==> src/rtl/ss_readback_best_pkg.sv <==
// Shared types and constants for the seven-segment readback block.
// Segment patterns are active-low, bit0 = segment a, bit6 = segment g.
package ss_readback_best_pkg;

  localparam int DIGITS = 6;
  localparam int SEG_W  = 7;

  typedef enum logic [1:0] {
    IDLE    = 2'd0,
    DECODE  = 2'd1,
    PUBLISH = 2'd2
  } state_t;

  localparam logic [SEG_W-1:0] SEG_0     = 7'h40;
  localparam logic [SEG_W-1:0] SEG_1     = 7'h79;
  localparam logic [SEG_W-1:0] SEG_2     = 7'h24;
  localparam logic [SEG_W-1:0] SEG_3     = 7'h30;
  localparam logic [SEG_W-1:0] SEG_4     = 7'h19;
  localparam logic [SEG_W-1:0] SEG_5     = 7'h12;
  localparam logic [SEG_W-1:0] SEG_6     = 7'h02;
  localparam logic [SEG_W-1:0] SEG_7     = 7'h78;
  localparam logic [SEG_W-1:0] SEG_8     = 7'h00;
  localparam logic [SEG_W-1:0] SEG_9     = 7'h10;
  localparam logic [SEG_W-1:0] SEG_BLANK = 7'h7F;

  // Index of the lowest set bit; 0 when no bit is set.
  function automatic logic [2:0] lowest_set(input logic [DIGITS-1:0] m);
    logic [2:0] r;
    r = 3'd0;
    for (int i = DIGITS - 1; i >= 0; i--) begin
      if (m[i]) r = 3'(i);
    end
    return r;
  endfunction

endpackage

==> src/rtl/ss_readback_best_if.sv <==
// Bus bundle for the readback block: display bus and capture controls in,
// decoded value, error info and best-score register out.
interface ss_readback_best_if;
  logic [41:0] ss;
  logic        sample;
  logic        clear_best;
  logic        busy;
  logic        done;
  logic [23:0] bcd;
  logic        valid;
  logic [2:0]  err_digit;
  logic [23:0] best;
  logic        best_valid;
  logic        new_best;

  modport master (
    output ss, sample, clear_best,
    input  busy, done, bcd, valid, err_digit, best, best_valid, new_best
  );

  modport slave (
    input  ss, sample, clear_best,
    output busy, done, bcd, valid, err_digit, best, best_valid, new_best
  );
endinterface

==> src/rtl/ss_readback_best_seg_to_bcd.sv <==
// Combinational segment pattern to BCD decoder with invalid flag.
// SS_READBACK_BLANK_ZERO_EN: blank pattern decodes as a valid 0.
module ss_seg_to_bcd
  import ss_readback_best_pkg::*;
(
  input  logic [SEG_W-1:0] seg,
  output logic [3:0]       bcd,
  output logic             invalid
);

  always_comb begin
    bcd     = 4'hF;
    invalid = 1'b0;
    case (seg)
      SEG_0: bcd = 4'd0;
      SEG_1: bcd = 4'd1;
      SEG_2: bcd = 4'd2;
      SEG_3: bcd = 4'd3;
      SEG_4: bcd = 4'd4;
      SEG_5: bcd = 4'd5;
      SEG_6: bcd = 4'd6;
      SEG_7: bcd = 4'd7;
      SEG_8: bcd = 4'd8;
      SEG_9: bcd = 4'd9;
`ifdef SS_READBACK_BLANK_ZERO_EN
      SEG_BLANK: bcd = 4'd0;
`else
      SEG_BLANK: invalid = 1'b1;
`endif
      default: invalid = 1'b1;
    endcase
  end

endmodule

==> src/rtl/ss_readback_best.sv <==
// Captures the 42-bit display bus, decodes one digit per clock back to BCD
// and keeps the lowest valid reading. Blank handling: SS_READBACK_BLANK_ZERO_EN.
module ss_readback_best
  import ss_readback_best_pkg::*;
(
  input  logic         clk50M,
  input  logic         rst,
  ss_readback_best_if.slave bus
);

  state_t state, state_nxt;

  logic [2:0]                        idx;
  logic [DIGITS-1:0][SEG_W-1:0]      shadow;
  logic [DIGITS-1:0][3:0]            work;
  logic [DIGITS-1:0]                 mask;

  logic        busy_q, done_q, valid_q, best_valid_q, new_best_q;
  logic [23:0] bcd_q, best_q;
  logic [2:0]  err_q;

  logic [3:0]  dig_bcd;
  logic        dig_bad;

  ss_seg_to_bcd u_dec (
    .seg     (shadow[idx]),
    .bcd     (dig_bcd),
    .invalid (dig_bad)
  );

  always_ff @(posedge clk50M or posedge rst) begin
    if (rst) state <= IDLE;
    else     state <= state_nxt;
  end

  always_comb begin
    state_nxt = state;
    case (state)
      IDLE:    if (bus.sample) state_nxt = DECODE;
      DECODE:  if (idx == 3'd5) state_nxt = PUBLISH;
      PUBLISH: state_nxt = IDLE;
      default: state_nxt = IDLE;
    endcase
  end

  always_ff @(posedge clk50M or posedge rst) begin
    if (rst) begin
      idx          <= '0;
      shadow       <= '0;
      work         <= '0;
      mask         <= '0;
      busy_q       <= 1'b0;
      done_q       <= 1'b0;
      valid_q      <= 1'b0;
      err_q        <= '0;
      bcd_q        <= '0;
      best_q       <= '0;
      best_valid_q <= 1'b0;
      new_best_q   <= 1'b0;
    end else begin
      done_q     <= 1'b0;
      new_best_q <= 1'b0;
      case (state)
        IDLE: begin
          if (bus.sample) begin
            shadow <= bus.ss;
            idx    <= '0;
            work   <= '0;
            mask   <= '0;
            busy_q <= 1'b1;
          end
        end
        DECODE: begin
          work[idx] <= dig_bcd;
          mask[idx] <= dig_bad;
          if (idx != 3'd5) idx <= idx + 3'd1;
        end
        PUBLISH: begin
          bcd_q   <= work;
          valid_q <= ~|mask;
          err_q   <= lowest_set(mask);
          done_q  <= 1'b1;
          busy_q  <= 1'b0;
          if (!bus.clear_best && ~|mask && (!best_valid_q || work < best_q)) begin
            best_q       <= work;
            best_valid_q <= 1'b1;
            new_best_q   <= 1'b1;
          end
        end
        default: ;
      endcase
      // Clearing overrides any same-cycle best update.
      if (bus.clear_best) begin
        best_q       <= '0;
        best_valid_q <= 1'b0;
      end
    end
  end

  assign bus.busy       = busy_q;
  assign bus.done       = done_q;
  assign bus.bcd        = bcd_q;
  assign bus.valid      = valid_q;
  assign bus.err_digit  = err_q;
  assign bus.best       = best_q;
  assign bus.best_valid = best_valid_q;
  assign bus.new_best   = new_best_q;

endmodule

==> src/flat_wrapper.sv <==
// flat-port wrapper written by rule: the top's interface ports become plain ports
module ss_readback_best_flat import ss_readback_best_pkg::*;
  (clk50M, rst, bus_ss, bus_sample, bus_clear_best, bus_busy, bus_done, bus_bcd, bus_valid, bus_err_digit, bus_best, bus_best_valid, bus_new_best);
  ss_readback_best_if bus_i ();
  input  logic clk50M;
  input  logic rst;
  input wire logic [$bits(bus_i.ss)-1:0] bus_ss;
  input wire logic [$bits(bus_i.sample)-1:0] bus_sample;
  input wire logic [$bits(bus_i.clear_best)-1:0] bus_clear_best;
  output wire logic [$bits(bus_i.busy)-1:0] bus_busy;
  output wire logic [$bits(bus_i.done)-1:0] bus_done;
  output wire logic [$bits(bus_i.bcd)-1:0] bus_bcd;
  output wire logic [$bits(bus_i.valid)-1:0] bus_valid;
  output wire logic [$bits(bus_i.err_digit)-1:0] bus_err_digit;
  output wire logic [$bits(bus_i.best)-1:0] bus_best;
  output wire logic [$bits(bus_i.best_valid)-1:0] bus_best_valid;
  output wire logic [$bits(bus_i.new_best)-1:0] bus_new_best;
  assign bus_i.ss = bus_ss;
  assign bus_i.sample = bus_sample;
  assign bus_i.clear_best = bus_clear_best;
  assign bus_busy = bus_i.busy;
  assign bus_done = bus_i.done;
  assign bus_bcd = bus_i.bcd;
  assign bus_valid = bus_i.valid;
  assign bus_err_digit = bus_i.err_digit;
  assign bus_best = bus_i.best;
  assign bus_best_valid = bus_i.best_valid;
  assign bus_new_best = bus_i.new_best;
  ss_readback_best u_core (.clk50M(clk50M), .rst(rst), .bus(bus_i));
endmodule
==> config.mk <==
export PLATFORM = sky130hd
export DESIGN_NAME = ss_readback_best_flat
export DESIGN_NICKNAME = d
export VERILOG_FILES = /design/src/rtl/ss_readback_best_pkg.sv /design/src/rtl/ss_readback_best_if.sv /design/src/rtl/ss_readback_best_seg_to_bcd.sv /design/src/rtl/ss_readback_best.sv /design/src/flat_wrapper.sv
export SDC_FILE = /design/constraint.sdc
export NUM_CORES = 1
export LEC_CHECK = 0
export ABC_AREA = 1
export BUFFER_PORTS_ARGS = -buffer_cell sky130_fd_sc_hd__buf_2
export CORE_MARGIN = 5
export CORE_UTILIZATION = 50
export DETAILED_ROUTE_END_ITERATION = 12
export PLACE_DENSITY = 0.84
export SYNTH_ARGS = -nofsm -noshare
export SYNTH_HDL_FRONTEND = slang
export SYNTH_SLANG_ARGS = --single-unit
==> constraint.sdc <==
create_clock -name clk50M -period 7.3 [get_ports clk50M]
set_input_delay 1.46 -clock clk50M [delete_from_list [all_inputs] [get_ports clk50M]]
set_output_delay 1.46 -clock clk50M [all_outputs]
set_load 0.02 [all_outputs]
==> results by group <==
Yosys
  – Sequential area share after synthesis: 51.7%
  – Post-synthesis instance area: 0.00643 mm2
  – Synthesized Nets: 900
  – Post-synth top cells: 388 x nand2_1, 133 x dfrtp_1, 88 x inv_1, 46 x o21ai_0, 36 x nor2_1
  – Post-synth EDFFs: 0
  – Syn. warnings: 0
  – Primary FF master, synth: dfrtp_1
  – #FFs+latches synth: 133
  – Synth Instances: 829
  – Avg Synthesized Cell Area: 7.76 um2
  – Unique cell type count in the Yosys netlist: 25
  – Count leader, synth: nand2_1
  – Synth area leader: dfrtp_1
  – Area contributors post-synth: dfrtp_1 52%, nand2_1 23%, inv_1 5.1%, ha_1 4.9%, o21ai_0 3.6%
  – Ys async rst share: 100%
  – Proportion of netlist area held by the largest area contributor: 51.7%

Global route
  – Number of global-route vias before repair: 5287
  – Wire length of the first global-routing pass: 24700 um
  – Initial antenna violation count: 0
  – GRT Total Usage: 20.6%
  – Global route overflow: 0
  – Pin count of the biggest net entering global routing: 72

Final layout
  – Multi-input gate area: 0.00264 mm2
  – Storage element area: 0.00333 mm2
  – FILL cells: 1134
  – Area grow syn2layout: 19.3%
  – Layout cell share with drive strength beyond 1: 16.9%
  – Post-layout nets: 998
  – N_diodes: 0

Floorplan
  – Die W: 123 um
  – Die area: 0.0152 mm2
  – I/O Pins: 102
  – Core area: 0.0126 mm2
  – Initial Utilization: 51.0%
  – Row count: 41
  – Die Y: 123 um

Timing
  – Period minus WS final: 3.38 ns
  – Peak Freq: 296 MHz
  – Final worst slack: 3.92 ns
  – Final Hold Fails: 0
  – Clock Skews: 0.00911 ns
  – Slew headroom: 31.1%
  – Total negative setup slack: 0 ns
  – Slew Viols, Final: 0
  – Period utilization: 46.3%
  – Setup repair after global routing missed its margin: false
  – Final setup violating endpoints: 0
  – Worst slew pin tran: 1.03 ns

Worst setup path
  – CP max stage delay: 0.83 ns
  – Setup crit end kind: flop
  – Buffers and inverters on the worst path: 3
  – Crit-path max FO: 50
  – Critical path, cell by cell: buf_2 -> nand3_1 -> clkinv_1 -> buf_4 -> nand2_1 -> o21ai_0
  – CP delay by family, top: buffers and inverters
  – Required @ worst endpoint: 7.58 ns
  – Crit-path slowest cell: clkinv_1
  – Worst Path Arrival: 3.66 ns
  – Critical path type: in -> reg
  – Startpoint Class: input pin

Routing
  – Via count: 5491
  – Initial DRC Count: 385
  – Vias per std cell: 4.94
  – Routed Antenna Nets: 0
  – Routed wire length: 14500 um
  – WL/cell: 13.1 um
  – Drc violations: 0
  – Drt first pass iters: 4

CTS
  – Clk pin slew, worst setup/hold paths: 0.05 ns
  – CTS Hold Bufs: 0
  – H-tree levels: 4
  – Worst-skew pair later-pin latency: 0.42 ns
  – CTS tree: done
  – CTS Sinks: 133
  – Post-CTS sizing: 0
  – Root Driver: clkbuf_16
  – Max Buffers Root-to-Sink: 2
  – TritonCTS buffer count: 17
  – Post-CTS setup buffer count: 0

Placed design
  – Placement Setup Slack: 3.49 ns
  – Detailed Place HPWL: 10200 um
  – Gpl congestion: 0.847
  – Port Buffer Count: 101

Run
  – Max cap viols: 0

Run status
  – Status: complete, no violations

Power
  – Worst VDD drop: 0.194 mV
  – PD cells: 446 mW/mm2
  – LEAKAGE: 4.26 nW

Min path
  – Path type of the worst min-delay path: reg -> reg
==> cells by family after synthesis <==
logic type,share of synthesized area [%]
AO/OA/AOI/OAI,5.58
flip-flops,51.7
buffers and inverters,7.29
adder cells (fa/ha/maj),4.86
AND/OR/NAND/NOR,30.5
==> routing by layer <==
| layer | track usage (%) | part of all wire [%] |
|---|---|---|
| met3 | 5.35 | 6.0 |
| met1 | 27.5 | 45 |
| met2 | 32.5 | 47 |
| met4 | 7.89 | 1.8 |
| met5 | 0 | 0 |
==> power breakdown <==
group | total, mW | switching [mW] | internal, mW
clock network | 0.868 | 0.316 | 0.552
registers | 1.19 | 0.186 | 1.00
logic | 1.37 | 0.930 | 0.438
==> layout make-up <==
class | instances | share of cell area [%]
clock buffers | 19 | 5.90
clock inverters | 12 | 2.01
inverters | 93 | 4.58
multi-input cells | 577 | 34.4
flip-flops and latches | 133 | 43.4
well taps | 172 | 2.80
repair buffers | 105 | 6.98
==> worst register-to-register path: cells and delay by family, from the launching register on <==
family                 cells  cell delay (ns)
and+or+nand+nor           14             1.67
DFF                        1             0.88
buffers and inverters      2             0.54
==> path summary, 6_finish.rpt <==
path	start	endpoint	slack [ns]	cells after the start
worst max-delay path	bus_sample	u_core.shadow[11]	3.92	6
worst min-delay path	u_core.bus.bcd[22]	u_core.bus.bcd[22]	0.46	2
worst max register to register	u_core.idx[0]	u_core.work[14]	4.16	16
worst min register to register	u_core.bus.bcd[22]	u_core.bus.bcd[22]	0.46	2
max in group asynchronous	rst	u_core.work[20]	4.80	3
min in group asynchronous	rst	u_core.bus.bcd[17]	1.21	2
==> cells in the final DEF (no fill, tap or decap), types with 4 or more instances in the layout <==
master       n
nand2_1    388
dfrtp_1    133
buf_2      101
inv_1       87
o21ai_0     46
nor2_1      36
ha_1        25
nand3_1     23
clkbuf_16   17
a21oi_1     15
nand4_1     14
nor2_2       7
nand2_2      6
nand2_4      4
buf_4        4
==> registers in the layout, summed over array words and instances, names as in the netlist <==
name / flops
u_core.bus.best: 24
u_core.bus.new_best: 1
u_core.mask: 6
u_core.work: 24
u_core.bus.busy: 1
u_core.bus.bcd: 24
u_core.bus.best_valid: 1
u_core.shadow: 42
u_core.state: 2
u_core.idx: 3
u_core.bus.err_digit: 3
u_core.bus.done: 1
u_core.bus.valid: 1
==> metrics by stage <==
stage	utilization, %	hold slack (ns)	total power [mW]	cells	cell area, um2
after detailed placement	56.0	0.457	2.56	1080	7070
after global routing	60.8	0.484	3.71	1111	7670
after floorplan	-	0.449	2.20	829	6430
after global placement	56.0	0.448	2.50	1080	7070
after CTS	60.8	0.472	3.44	1111	7670
final	60.8	0.463	3.42	1111	7670
(Power assumes the default switching activity.)
